## config.mk

```make
export PLATFORM = sky130hd
export DESIGN_NAME = instr_encoder_flat
export DESIGN_NICKNAME = d
export VERILOG_FILES = /design/src/rtl/instr_encoder_if.sv /design/src/rtl/instr_encoder.sv /design/src/flat_wrapper.sv
export SDC_FILE = /design/constraint.sdc
export NUM_CORES = 1
export LEC_CHECK = 0
export CAP_MARGIN = 10
export CORE_UTILIZATION = 39
export CTS_CLUSTER_SIZE = 14
export DETAILED_ROUTE_END_ITERATION = 10
export PLACE_DENSITY = 0.77
export SLEW_MARGIN = 0
export SYNTH_ARGS = -nofsm -noshare
export SYNTH_HDL_FRONTEND = slang
export SYNTH_SLANG_ARGS = --single-unit
```

## constraint.sdc

```tcl
create_clock -name clk -period 1.8 [get_ports clk]
set_clock_uncertainty 0.2 [all_clocks]
set_input_delay 0.18 -clock clk [delete_from_list [all_inputs] [get_ports clk]]
set_output_delay 0.18 -clock clk [all_outputs]
set_load 0.02 [all_outputs]
```

## src/rtl/instr_encoder_if.sv

```systemverilog
// rtl/instr_encoder_if.sv - request and instruction-memory bundle for instr_encoder
// master drives requests and observes writes; slave is the encoder.
interface instr_encoder_if #(
   parameter int ADDR_W = 8
) ();
   logic              req_valid;
   logic              req_ready;
   logic [2:0]        req_op;
   logic [4:0]        req_rd;
   logic [4:0]        req_rs1;
   logic [4:0]        req_rs2;
   logic [12:0]       req_imm;
   logic              imem_we;
   logic [ADDR_W-1:0] imem_addr;
   logic [31:0]       imem_wdata;
   logic [ADDR_W:0]   count;
   logic              full;
   logic              err;

   modport master (
      output req_valid, req_op, req_rd, req_rs1, req_rs2, req_imm,
      input  req_ready, imem_we, imem_addr, imem_wdata, count, full, err
   );

   modport slave (
      input  req_valid, req_op, req_rd, req_rs1, req_rs2, req_imm,
      output req_ready, imem_we, imem_addr, imem_wdata, count, full, err
   );
endinterface

```

## src/rtl/instr_encoder.sv

```systemverilog
// rtl/instr_encoder.sv - RV32I subset encoder writing sequential instruction-memory words
// Optional NOP fill-to-end mode is enabled by defining INSTR_ENC_PAD_EN.
module instr_encoder #(
   parameter int ADDR_W = 8
) (
   input  logic clk,
   input  logic rst_n,
   input  logic clr,
`ifdef INSTR_ENC_PAD_EN
   input  logic pad_req,
`endif
   instr_encoder_if.slave bus
);
   localparam logic [31:0] NOP = 32'h0000_0013;

`ifdef INSTR_ENC_PAD_EN
   typedef enum logic [1:0] {S_IDLE, S_WRITE, S_PAD} state_t;
`else
   typedef enum logic [1:0] {S_IDLE, S_WRITE} state_t;
`endif

   state_t            r_state;
   logic [ADDR_W:0]   r_count;
   logic              r_full;
   logic              r_err;
   logic              r_we;
   logic [ADDR_W-1:0] r_addr;
   logic [31:0]       r_wdata;

   logic              w_ready;
   logic              w_accept;
   logic [ADDR_W-1:0] w_ptr;
   logic [ADDR_W:0]   w_count_inc;
   logic [31:0]       w_enc;
   logic [12:0]       w_imm;

   assign w_ready     = (r_state == S_IDLE) && !r_full;
   assign w_accept    = bus.req_valid && w_ready;
   // The write pointer is the low bits of count; count's MSB alone marks DEPTH.
   assign w_ptr       = r_count[ADDR_W-1:0];
   assign w_count_inc = r_count + 1'b1;
   assign w_imm       = bus.req_imm;

   always_comb begin
      w_enc = '0;
      case (bus.req_op)
         3'd0: w_enc = {7'b0000000, bus.req_rs2, bus.req_rs1, 3'b000, bus.req_rd, 7'b0110011};
         3'd1: w_enc = {7'b0100000, bus.req_rs2, bus.req_rs1, 3'b000, bus.req_rd, 7'b0110011};
         3'd2: w_enc = {7'b0000000, bus.req_rs2, bus.req_rs1, 3'b111, bus.req_rd, 7'b0110011};
         3'd3: w_enc = {7'b0000000, bus.req_rs2, bus.req_rs1, 3'b110, bus.req_rd, 7'b0110011};
         3'd4: w_enc = {w_imm[11:0], bus.req_rs1, 3'b000, bus.req_rd, 7'b0010011};
         3'd5: w_enc = {w_imm[11:0], bus.req_rs1, 3'b010, bus.req_rd, 7'b0000011};
         3'd6: w_enc = {w_imm[11:5], bus.req_rs2, bus.req_rs1, 3'b010, w_imm[4:0], 7'b0100011};
         default: w_enc = {w_imm[12], w_imm[10:5], bus.req_rs2, bus.req_rs1, 3'b000,
                           w_imm[4:1], w_imm[11], 7'b1100011};
      endcase
   end

   always_ff @(posedge clk or negedge rst_n) begin
      if (!rst_n) begin
         r_state <= S_IDLE;
         r_count <= '0;
         r_full  <= 1'b0;
         r_err   <= 1'b0;
         r_we    <= 1'b0;
         r_addr  <= '0;
         r_wdata <= '0;
      end else if (clr) begin
         // A strobe visible this cycle finishes on its own; nothing is counted for it.
         r_state <= S_IDLE;
         r_count <= '0;
         r_full  <= 1'b0;
         r_err   <= 1'b0;
         r_we    <= 1'b0;
      end else begin
         case (r_state)
            S_IDLE: begin
               r_we <= 1'b0;
               if (w_accept) begin
                  r_addr  <= w_ptr;
                  r_wdata <= w_enc;
                  r_we    <= 1'b1;
                  r_state <= S_WRITE;
                  if (bus.req_op == 3'd7 && w_imm[0])
                     r_err <= 1'b1;
               end else if (bus.req_valid && r_full) begin
                  r_err <= 1'b1;
               end
`ifdef INSTR_ENC_PAD_EN
               else if (pad_req && !r_full) begin
                  r_addr  <= w_ptr;
                  r_wdata <= NOP;
                  r_we    <= 1'b1;
                  r_state <= S_PAD;
               end
`endif
            end
            S_WRITE: begin
               r_we    <= 1'b0;
               r_count <= w_count_inc;
               r_full  <= w_count_inc[ADDR_W];
               r_state <= S_IDLE;
            end
`ifdef INSTR_ENC_PAD_EN
            S_PAD: begin
               r_count <= w_count_inc;
               if (w_count_inc[ADDR_W]) begin
                  r_full  <= 1'b1;
                  r_we    <= 1'b0;
                  r_state <= S_IDLE;
               end else begin
                  r_addr <= w_count_inc[ADDR_W-1:0];
                  r_we   <= 1'b1;
               end
            end
`endif
            default: begin
               r_we    <= 1'b0;
               r_state <= S_IDLE;
            end
         endcase
      end
   end

   assign bus.req_ready  = w_ready;
   assign bus.imem_we    = r_we;
   assign bus.imem_addr  = r_addr;
   assign bus.imem_wdata = r_wdata;
   assign bus.count      = r_count;
   assign bus.full       = r_full;
   assign bus.err        = r_err;
endmodule

```

## src/flat_wrapper.sv

```systemverilog
// flat-port wrapper written by rule: the top's interface ports become plain ports
module instr_encoder_flat 
#(
   parameter int ADDR_W = 8
)
  (clk, rst_n, clr, bus_req_valid, bus_req_op, bus_req_rd, bus_req_rs1, bus_req_rs2, bus_req_imm, bus_req_ready, bus_imem_we, bus_imem_addr, bus_imem_wdata, bus_count, bus_full, bus_err);
  instr_encoder_if #(.ADDR_W(ADDR_W)) bus_i ();
  input  logic clk;
  input  logic rst_n;
  input  logic clr;
  input wire logic [$bits(bus_i.req_valid)-1:0] bus_req_valid;
  input wire logic [$bits(bus_i.req_op)-1:0] bus_req_op;
  input wire logic [$bits(bus_i.req_rd)-1:0] bus_req_rd;
  input wire logic [$bits(bus_i.req_rs1)-1:0] bus_req_rs1;
  input wire logic [$bits(bus_i.req_rs2)-1:0] bus_req_rs2;
  input wire logic [$bits(bus_i.req_imm)-1:0] bus_req_imm;
  output wire logic [$bits(bus_i.req_ready)-1:0] bus_req_ready;
  output wire logic [$bits(bus_i.imem_we)-1:0] bus_imem_we;
  output wire logic [$bits(bus_i.imem_addr)-1:0] bus_imem_addr;
  output wire logic [$bits(bus_i.imem_wdata)-1:0] bus_imem_wdata;
  output wire logic [$bits(bus_i.count)-1:0] bus_count;
  output wire logic [$bits(bus_i.full)-1:0] bus_full;
  output wire logic [$bits(bus_i.err)-1:0] bus_err;
  assign bus_i.req_valid = bus_req_valid;
  assign bus_i.req_op = bus_req_op;
  assign bus_i.req_rd = bus_req_rd;
  assign bus_i.req_rs1 = bus_req_rs1;
  assign bus_i.req_rs2 = bus_req_rs2;
  assign bus_i.req_imm = bus_req_imm;
  assign bus_req_ready = bus_i.req_ready;
  assign bus_imem_we = bus_i.imem_we;
  assign bus_imem_addr = bus_i.imem_addr;
  assign bus_imem_wdata = bus_i.imem_wdata;
  assign bus_count = bus_i.count;
  assign bus_full = bus_i.full;
  assign bus_err = bus_i.err;
  instr_encoder #(.ADDR_W(ADDR_W)) u_core (.clk(clk), .rst_n(rst_n), .clr(clr), .bus(bus_i));
endmodule
```

==> summary.md <==
| Metric | Value |
|---|---|
| Area leader, netlist | `dfrtp_1` |
| Crit path launch type | `register` |
| Core Area | `5200 um2` |
| Avg WL per Cell | `~14 um` |
| CP arrival | `1.36 ns` |
| Port Buffer Count | `between 80 and 90` |
| Detailed Place HPWL | `4.02 mm` |
| Vias per cell | `4.79` |
| Worst hold path class | `in2async` |
| Setup_tns | `0 ns` |
| Sink Count | `49` |
| Crit-path leading delay family | `buffers and inverters` |
| Cells after Synth | `222` |
| Starting Density | `41.5%` |
| Worst Max-Slew Pin Slew | `0.582 ns` |
| RSZ-0062 raised after global routing | `no` |
| Synth async-reset ratio | `100%` |
| Share of post-route cells with drive strength above 1 | `7.67%` |
| Worst-Skew Late Latency | `0.29 ns` |
| Longest Clk Path Bufs | `2` |
| CP required | `roughly 1.4 ns` |
| Vias in the first global route | `between 1500 and 2000` |
| Cell Pwr Density | `799 nW/um2` |
| Fin. max-slew vios | `0` |
| Fmax | `0.576 GHz` |
| Die area | `5840 um2` |
| Worst Path Buf+Inv | `1` |
| # fillers | `445` |
| Synth Flop Type | `dfrtp_1` |
| Crit path time final | `~1.7 ns` |
| Clock H-tree levels | `2` |
| Routed Antenna Nets | `0` |
| Yosys top cell area share | `between 50 and 60%` |
| Seq/Total Area, Yosys | `56.7%` |
| Crit path kind | `reg2out` |
| Antenna violations before repair | `0` |
| Number of synthesized register bits | `49` |
| Worst-path clk slew | `~0.09 ns` |
| Row count | `26` |
| YS warnings | `0` |
| Die extent in y | `76.4 um` |
| Post-CTS Setup Bufs | `0` |
| Final instance area | `~3200 um2` |
| Die Width | `76.4 um` |
| R2R Setup Slk | `0.14 ns` |
| Net count, final | `348` |
| Root Buffer | `clkbuf_8` |
| Initial DRC count | `129` |
| CP Launch Point | `u_core.bus.count[7]` |
| Post-Synthesis Cell Area | `around 2200 um2` |
| Post-synth EDFFs | `0` |
| Crit-path cells | `clkdlybuf4s50_1` |
| # IOs | `between 80 and 90` |
| Area of the multi-input gates | `about 790 um2` |
| Overflow after GRT | `0` |
| Synth top area cells | `dfrtp_1 (57%), nand2_1 (13%), mux2i_1 (5.1%)` |
| Overall power | `2.57 mW` |
| Ant diodes | `0` |
| Largest net degree at the start of global routing | `26` |
| Total GRT Usage | `19.6%` |
| Most common cell in the netlist | `nand2_1` |
| Yosys cell types | `31` |
| First-pass GRT wire length | `9.10 mm` |
| Tcrit/Tclk final | `96.4%` |
| Final setup viols | `0` |
| Overall routed net length | `5.19 mm` |
| Leakage power | `1.60 nW` |
| Sequential cell area | `1230 um2` |
| Worst reg-to-reg path cell count | `4` |
| CTS tree | `yes` |
| RD Place Congestion | `0.781` |
| Syn avg cell area | `slightly below 10 um2` |
| # DRC | `0` |
| Critical-path top delay cell | `clkdlybuf4s50_1` |
| Worst slew margin | `between 60% and 70%` |
| CP Capture Type | `output port` |
| CTS buffer count | `5` |
| Synth-to-Final Area Change | `49.0%` |
| R2R Path End | `u_core.bus.imem_wdata[12]` |
| Critical Path Fanout Max | `5` |
| Commonest cells post-synth | `nand2_1 (72), dfrtp_1 (49), o21ai_1 (14), mux2i_1 (11), nand3_1 (8)` |
| Max-Cap Viols | `0` |
| Final hold violations | `0` |
| Outcome | `completed` |
| Reg-to-reg startpoint | `u_core.r_state[0]` |
| Placed inst area | `3110 um2` |
| Via count | `1833` |
| Highest ir drop seen on vdd | `369 uV` |
| Slowest stage delay, CP | `between 0.6 and 0.7 ns` |
| Drt pass-1 iters | `4` |
[layout make-up]
type | count | area share (%)
clock buffers | 7 | 2.37
clock inverters | 1 | 0.233
inverters | 3 | 0.505
multi-input cells | 152 | 24.4
flip-flops and latches | 49 | 38.1
well taps | 70 | 2.72
repair buffers | 101 | 31.7
[power breakdown]
| part | leakage, nW | switching (mW) | internal, mW |
|---|---|---|---|
| Sequential | 0.638 | 0.0619 | 1.21 |
| Clock | 0.0385 | 0.345 | 0.275 |
| Combinational | 0.928 | 0.339 | 0.342 |
| Total | 1.60 | 0.746 | 1.83 |
[state kept, by name (all words and copies together), names as in the netlist]
register,flops
u_core.bus.count,9
u_core.bus.imem_we,1
u_core.bus.imem_wdata,29
u_core.r_state,1
u_core.bus.imem_addr,8
u_core.bus.err,1
[layer usage]
layer	vias to the layer above	global-route usage, %	share of wire [%]
li1	905	-	-
met1	876	24.4	43
met2	45	34.9	52
met3	7	2.87	3.7
met4	0	6.35	1.3
met5	-	0	0
[kinds of logic (layout without fill, tap and decap cells)]
logic type	after synthesis	in the layout	synth area share [%]
flops	49	49	56.7
other cells	1	2	0.174
simple gates	101	101	20.0
buf+inv	22	112	7.06
mux	11	11	5.10
compound gates	32	32	8.28
xor+xnor	5	5	2.03
fa+ha+maj	1	1	0.579
[worst max path at each step]
| stage | end | slack, ns | depth (start not counted) |
|---|---|---|---|
| after global placement | u_core.bus.imem_addr[1] | -0.1 | 5 |
| after detailed placement | u_core.bus.imem_wdata[12] | -0.13 | 5 |
| final | bus_count[7] | 0.06 | 1 |
| after CTS | bus_count[8] | 0.001 | 2 |
| after global routing | bus_count[7] | 0.007 | 1 |
| after floorplan | u_core.bus.imem_wdata[12] | 0.05 | 6 |
[stage by stage]
stage                     cells  setup WS [ns]  util (%)  hold slack (ns)
after floorplan             223         0.0535         -           -0.316
final                       383         0.0646      61.9            0.217
after global routing        383        0.00660      61.9            0.231
after global placement      374        -0.0955      59.8          0.00936
after detailed placement    374         -0.129      59.8           0.0116
after CTS                   383        0.00142      61.5            0.214
[repair_timing]
| action | in CTS | in global routing |
|---|---|---|
| resized for setup | 3 | 7 |
| hold buffers | 1 | 0 |
| hold endpoints to repair | 24 | 0 |
| setup endpoints to repair | 3 | 7 |
[placed cells by master, fill, tap and decap left out, types with 5 or more instances in the layout]
cell type,instances
mux2i_1,11
a21oi_1,6
nand2_1,72
nor2_1,7
buf_4,12
dlymetal6s2s_1,7
o21ai_1,14
nand3_1,8
clkdlybuf4s50_1,74
dfrtp_1,49
clkbuf_8,5
o21ai_0,5
Power figures use the tool's default switching activity.
